### config.mk
export PLATFORM = sky130hd
export DESIGN_NAME = hyperbus_w_serializer
export DESIGN_NICKNAME = d
export VERILOG_FILES = /design/src/rtl/hyperbus_w_serializer.sv
export SDC_FILE = /design/constraint.sdc
export NUM_CORES = 1
export LEC_CHECK = 0
export CORE_UTILIZATION = 49
export DETAILED_ROUTE_END_ITERATION = 6
export PLACE_DENSITY = 0.81
export SYNTH_ARGS = -nofsm -noshare
export SYNTH_HDL_FRONTEND = slang
export SYNTH_SLANG_ARGS = --single-unit
### constraint.sdc
create_clock -name clk_i -period 5.3 [get_ports clk_i]
set_clock_uncertainty 0.05 [all_clocks]
set_input_delay 1.59 -clock clk_i [delete_from_list [all_inputs] [get_ports clk_i]]
set_output_delay 1.59 -clock clk_i [all_outputs]
set_load 0.03 [all_outputs]
### src/rtl/hyperbus_w_serializer.sv
// hyperbus_w_serializer
// ---------------------
// Write-data stage in front of the HyperBus PHY TX channel. It takes one write
// command (start lane + number of 16-bit words) and wide front-end write beats.
// For each word it emits a 16-bit value with its byte strobes and a last flag.
// A burst always holds exactly the commanded number of words, so the PHY's
// burst counter stays in step with the data. Extra input beats are drained.
// Missing input is filled with fully masked pad words.
//
// Handshakes (cmd_*, data_*, tx_*): a transfer happens on a rising clk_i edge
// where valid and ready are both high. Once valid is raised, the sender holds
// valid and its payload stable until the transfer happens. Ready may depend
// combinationally on the other side's signals; valid never depends on ready.
//
// Ports
//   clk_i, rst_ni      clock, synchronous active-low reset
//   cmd_*              write command: start lane (first beat only), word count
//   data_*             front-end write beats: data, byte strobes, last
//   tx_*               16-bit word stream to the PHY, active-high strobes
//   busy_o             high whenever a command is being served
//   error_o            one-cycle pulse on a length/last mismatch
//   dbg_state_o        current FSM state (0 Idle, 1 Run, 2 Drain)
module hyperbus_w_serializer #(
    parameter  int DataWidth = 32,
    parameter  int LenWidth  = 16,
    localparam int NumLanes  = DataWidth / 16,
    localparam int OffWidth  = (NumLanes > 1) ? $clog2(NumLanes) : 1
) (
    input  logic                   clk_i,
    input  logic                   rst_ni,
    input  logic                   cmd_valid_i,
    output logic                   cmd_ready_o,
    input  logic [OffWidth-1:0]    cmd_offset_i,
    input  logic [LenWidth-1:0]    cmd_len_i,
    input  logic                   data_valid_i,
    output logic                   data_ready_o,
    input  logic [DataWidth-1:0]   data_i,
    input  logic [DataWidth/8-1:0] strb_i,
    input  logic                   data_last_i,
    output logic                   tx_valid_o,
    input  logic                   tx_ready_i,
    output logic [15:0]            tx_data_o,
    output logic [1:0]             tx_strb_o,
    output logic                   tx_last_o,
    output logic                   busy_o,
    output logic                   error_o,
    output logic [1:0]             dbg_state_o
);

    typedef enum logic [1:0] {
        StIdle  = 2'd0,
        StRun   = 2'd1,
        StDrain = 2'd2
    } state_e;

    state_e                   state_q, state_d;
    logic                     buf_valid_q, buf_valid_d;
    logic [DataWidth-1:0]     buf_data_q, buf_data_d;
    logic [DataWidth/8-1:0]   buf_strb_q, buf_strb_d;
    logic                     buf_last_q, buf_last_d;
    logic [LenWidth-1:0]      remaining_q, remaining_d;
    logic [OffWidth-1:0]      lane_q, lane_d;
    logic                     pad_q, pad_d;
    logic                     error_q, error_d;

    logic lane_last;
    logic rem_one;
    logic tx_hs;
    logic release_beat;

    assign lane_last   = (lane_q == OffWidth'(NumLanes - 1));
    assign rem_one     = (remaining_q == LenWidth'(1));
    assign busy_o      = (state_q != StIdle);
    assign error_o     = error_q;
    assign dbg_state_o = state_q;

    always_comb begin
        state_d      = state_q;
        buf_valid_d  = buf_valid_q;
        buf_data_d   = buf_data_q;
        buf_strb_d   = buf_strb_q;
        buf_last_d   = buf_last_q;
        remaining_d  = remaining_q;
        lane_d       = lane_q;
        pad_d        = pad_q;
        error_d      = 1'b0;
        cmd_ready_o  = 1'b0;
        data_ready_o = 1'b0;
        tx_valid_o   = 1'b0;
        tx_data_o    = 16'h0000;
        tx_strb_o    = 2'b00;
        tx_last_o    = 1'b0;
        tx_hs        = 1'b0;
        release_beat = 1'b0;

        case (state_q)
            StIdle: begin
                cmd_ready_o = 1'b1;
                if (cmd_valid_i) begin
                    if (cmd_len_i != '0) begin
                        state_d     = StRun;
                        remaining_d = cmd_len_i;
                        lane_d      = cmd_offset_i;
                        pad_d       = 1'b0;
                        buf_valid_d = 1'b0;
                    end else begin
                        // A zero-length command has no words to emit but its
                        // input beats still have to be consumed.
                        error_d = 1'b1;
                        state_d = StDrain;
                    end
                end
            end

            StRun: begin
                tx_valid_o = buf_valid_q | pad_q;
                if (buf_valid_q && !pad_q) begin
                    tx_data_o = buf_data_q[{lane_q, 4'b0000} +: 16];
                    tx_strb_o = buf_strb_q[{lane_q, 1'b0} +: 2];
                end
                tx_last_o    = tx_valid_o & rem_one;
                tx_hs        = tx_valid_o & tx_ready_i;
                release_beat = tx_hs & ~pad_q & (lane_last | rem_one);

                // A new beat may replace the one being released, except when
                // the released beat ends the input (padding follows) or the
                // command is finishing (that beat would belong to no command).
                data_ready_o = ~pad_q &
                               (~buf_valid_q | (release_beat & ~buf_last_q & ~rem_one));

                if (tx_hs) begin
                    remaining_d = remaining_q - LenWidth'(1);
                    lane_d      = lane_last ? '0 : lane_q + OffWidth'(1);
                    if (rem_one) begin
                        buf_valid_d = 1'b0;
                        pad_d       = 1'b0;
                        if (pad_q || buf_last_q) begin
                            state_d = StIdle;
                        end else begin
                            // Word count reached before the input's last beat.
                            error_d = 1'b1;
                            state_d = StDrain;
                        end
                    end else if (release_beat) begin
                        buf_valid_d = 1'b0;
                        if (buf_last_q) begin
                            // Input ended early: fill the rest with masked words.
                            pad_d   = 1'b1;
                            error_d = 1'b1;
                        end
                    end
                end

                if (data_valid_i && data_ready_o) begin
                    buf_valid_d = 1'b1;
                    buf_data_d  = data_i;
                    buf_strb_d  = strb_i;
                    buf_last_d  = data_last_i;
                end
            end

            StDrain: begin
                data_ready_o = 1'b1;
                if (data_valid_i && data_last_i) begin
                    state_d = StIdle;
                end
            end

            default: begin
                state_d = StIdle;
            end
        endcase
    end

    always_ff @(posedge clk_i) begin
        if (!rst_ni) begin
            state_q     <= StIdle;
            buf_valid_q <= 1'b0;
            buf_data_q  <= '0;
            buf_strb_q  <= '0;
            buf_last_q  <= 1'b0;
            remaining_q <= '0;
            lane_q      <= '0;
            pad_q       <= 1'b0;
            error_q     <= 1'b0;
        end else begin
            state_q     <= state_d;
            buf_valid_q <= buf_valid_d;
            buf_data_q  <= buf_data_d;
            buf_strb_q  <= buf_strb_d;
            buf_last_q  <= buf_last_d;
            remaining_q <= remaining_d;
            lane_q      <= lane_d;
            pad_q       <= pad_d;
            error_q     <= error_d;
        end
    end

endmodule

==> flow_metrics.tcl <==
set metrics [dict create \
    clock_latency_ps 340 \
    core_area_sq_um 6350 \
    postRouteAntennaNets 0 \
    viasPerCell 5.69 \
    end_kind "primary output" \
    critical_path_required_ps 3660 \
    cts_max_level 3 \
    ys_seq_area_share_pct 36.8 \
    synth_largest_area_cell "dfxtp_1" \
    hold_class "register to register" \
    drtIter0Drc 183 \
    yosys-top-cells-area "dfxtp_1 37%, mux2i_1 19%, nor2_1 7.9%" \
    crit_type "input port to primary output" \
    p_leak_nw 1.74 \
    irDropWorstVdd_mv 0.326 \
    synth_mux_area_share_pct 20.4 \
    worst_pin_slew_ps 870 \
    rsz0062_at_grt "no" \
    dp_hpwl_um 5550 \
    total_power_mw 1.91 \
    gp_congestion 0.860 \
    path_clk_slew_ps 80 \
    cts.hold.buffers_added 0 \
    min_period_ps 5040 \
    drv_slew 0 \
    diodes 0 \
    cts.sink_count 59 \
    synth.cell_area_sq_um 3210 \
    dr.pass1.iters 4 \
    syn_area_per_cell_sq_um 8.80 \
    syn-instance-count 365 \
    synth-compound-area-share_pct 13.0 \
    fillers 544 \
    grt_pass1_vias 2890 \
    synth-simple-area-share_pct 22.4 \
    clock_path_buffers 2 \
    final_layout_size_suffix_gt1_share_pct 7.85 \
    initial_core_util_pct 50.6 \
    final_common_cell "clkdlybuf4s50_1" \
    synth_seq_cells 59 \
    fmax_mhz 199 \
    crit_top_cell "clkdlybuf4s50_1" \
    synth-xor-area-share_pct 0 \
    power_density_nw_per_um2 449 \
    io-pin-count 85 \
    synth-edff-count 0 \
    areaGrowthSynthToFinish_pct 32.7 \
    vias 2976 \
    final_cell_mix "84 x clkdlybuf4s50_1, 68 x nor2_1, 60 x mux2i_1" \
    cts_resized 0 \
    arrival_ps 3400 \
    grt.total_usage_pct 24.4 \
    drt-wirelength-per-cell_um 15.5 \
    cts_buffers 9 \
    die-area_sq_um 6880 \
    synth_top_area_share_pct 36.8 \
    synth_cell_types 55 \
    finalSetupViolCount 0 \
    grt_max_degree 50 \
    numPortBuffers 84 \
    grt_pass1_wl_um 13700 \
    die_w_um 83.0 \
    crit_chain "clkdlybuf4s50_1, and4b_1, nand4b_1, a21boi_0, clkdlybuf4s50_1" \
    ys_dominant_reg_cell "dfxtp_1" \
    async_flop_share_pct 0 \
    critPathLaunchType "input port" \
    finalNetCount 505 \
    crit_fanout 5 \
    holdWs_ps 446 \
    num_rows 29 \
    die_h_um 83.0 \
    slowest_stage "clkdlybuf4s50_1" \
    grt.overflow.total 0 \
    post-route-util_pct 67.2 \
    maxSlewHeadroom_pct 41.8 \
    yosys_warnings 0 \
    hold_viol_final 0 \
    max_cap_viol_count 0 \
    synth_nets 429 \
    cts_tree "yes" \
    synth_top_family_by_area "simple AND/OR/NAND/NOR gates" \
    status "finished, final reports clean" \
    synthAdderAreaFrac_pct 1.95 \
    root_buffer "clkbuf_8" \
    antenna_found_initial 0 \
    finalCritPeriodShare_pct 95.0 \
    routed_wl_um 8080 \
    cts_setup_buffers 0 \
    slowest_delay_ps 710 \
    drc 0 \
    fin_tns_setup_ps 0 \
]
-- power breakdown --
group	switching (mW)	internal (mW)	total (mW)
clock	0.200	0.186	0.387
combinational	0.508	0.397	0.906
sequential	0.0882	0.533	0.621
-- layer usage --
layer	vias to the layer above	part of all wire [%]	track usage, %
met2	96	48	39.9
met3	10	7.8	9.54
met4	0	1.7	8.15
met1	1406	43	29.4
met5	-	0	0
li1	1464	-	-
-- path summary, 6_finish.rpt --
kind,startpoint,to,slack (ps),cells past startpoint
worst min-delay path,buf_data_q[10]$_SDFFE_PN0P_,buf_data_q[10]$_SDFFE_PN0P_,450,2
worst min register to register,buf_data_q[10]$_SDFFE_PN0P_,buf_data_q[10]$_SDFFE_PN0P_,450,2
worst max register to register,remaining_q[0]$_SDFFE_PN0P_,buf_data_q[6]$_SDFFE_PN0P_,2550,7
worst max-delay path,tx_ready_i,data_ready_o,260,5
-- worst max-delay path: cells and delay by family --
kind	cells	cell delay, ps
buf+inv	2	1240
compound gates	1	190
simple gates	2	380
-- cell families after synthesis --
group	count (synthesis)
flops	59
buf+inv	37
fa+ha+maj	5
compound gates	56
simple gates	143
mux	65
-- registers in the layout (all words and copies together) (netlist names) --
signal       cells
pad_q            1
buf_last_q       1
dbg_state_o      2
lane_last        1
buf_strb_q       4
error_o          1
buf_valid_q      1
buf_data_q      32
remaining_q     16
-- metrics by stage --
step                      setup slack, ps  instance area (sq um)  std cells
final                                 263                   4270        523
after global routing                  192                   4270        523
after CTS                             267                   4270        523
after detailed placement              267                   4080        507
after global placement                296                   4080        507
after floorplan                      1040                   3210        365
-- cells in the mapped netlist, types with 3 or more instances --
| cell type | instances |
|---|---|
| inv_1 | 14 |
| nor4_1 | 4 |
| clkbuf_1 | 15 |
| o21ai_1 | 3 |
| nor2b_1 | 3 |
| mux2_2 | 3 |
| nand4b_1 | 5 |
| o21ai_0 | 8 |
| a32o_1 | 10 |
| ha_1 | 5 |
| nand3_1 | 9 |
| nor4_2 | 3 |
| nand2_1 | 28 |
| mux2i_1 | 60 |
| nor2_1 | 68 |
| nand3b_1 | 3 |
| a21oi_1 | 9 |
| nor3_1 | 3 |
| a31oi_1 | 5 |
| dfxtp_1 | 59 |
-- cell type report --
class	instances	area, sq um	share of cell area (%)
Sequential cell	59	1180	27.7
Clock inverter	6	50.0	1.17
Multi-Input combinational cell	269	1870	43.8
Tap cell	77	96.3	2.26
Clock buffer	10	138	3.23
Timing Repair Buffer	87	876	20.5
Inverter	15	56.3	1.32
(Power assumes the default switching activity.)
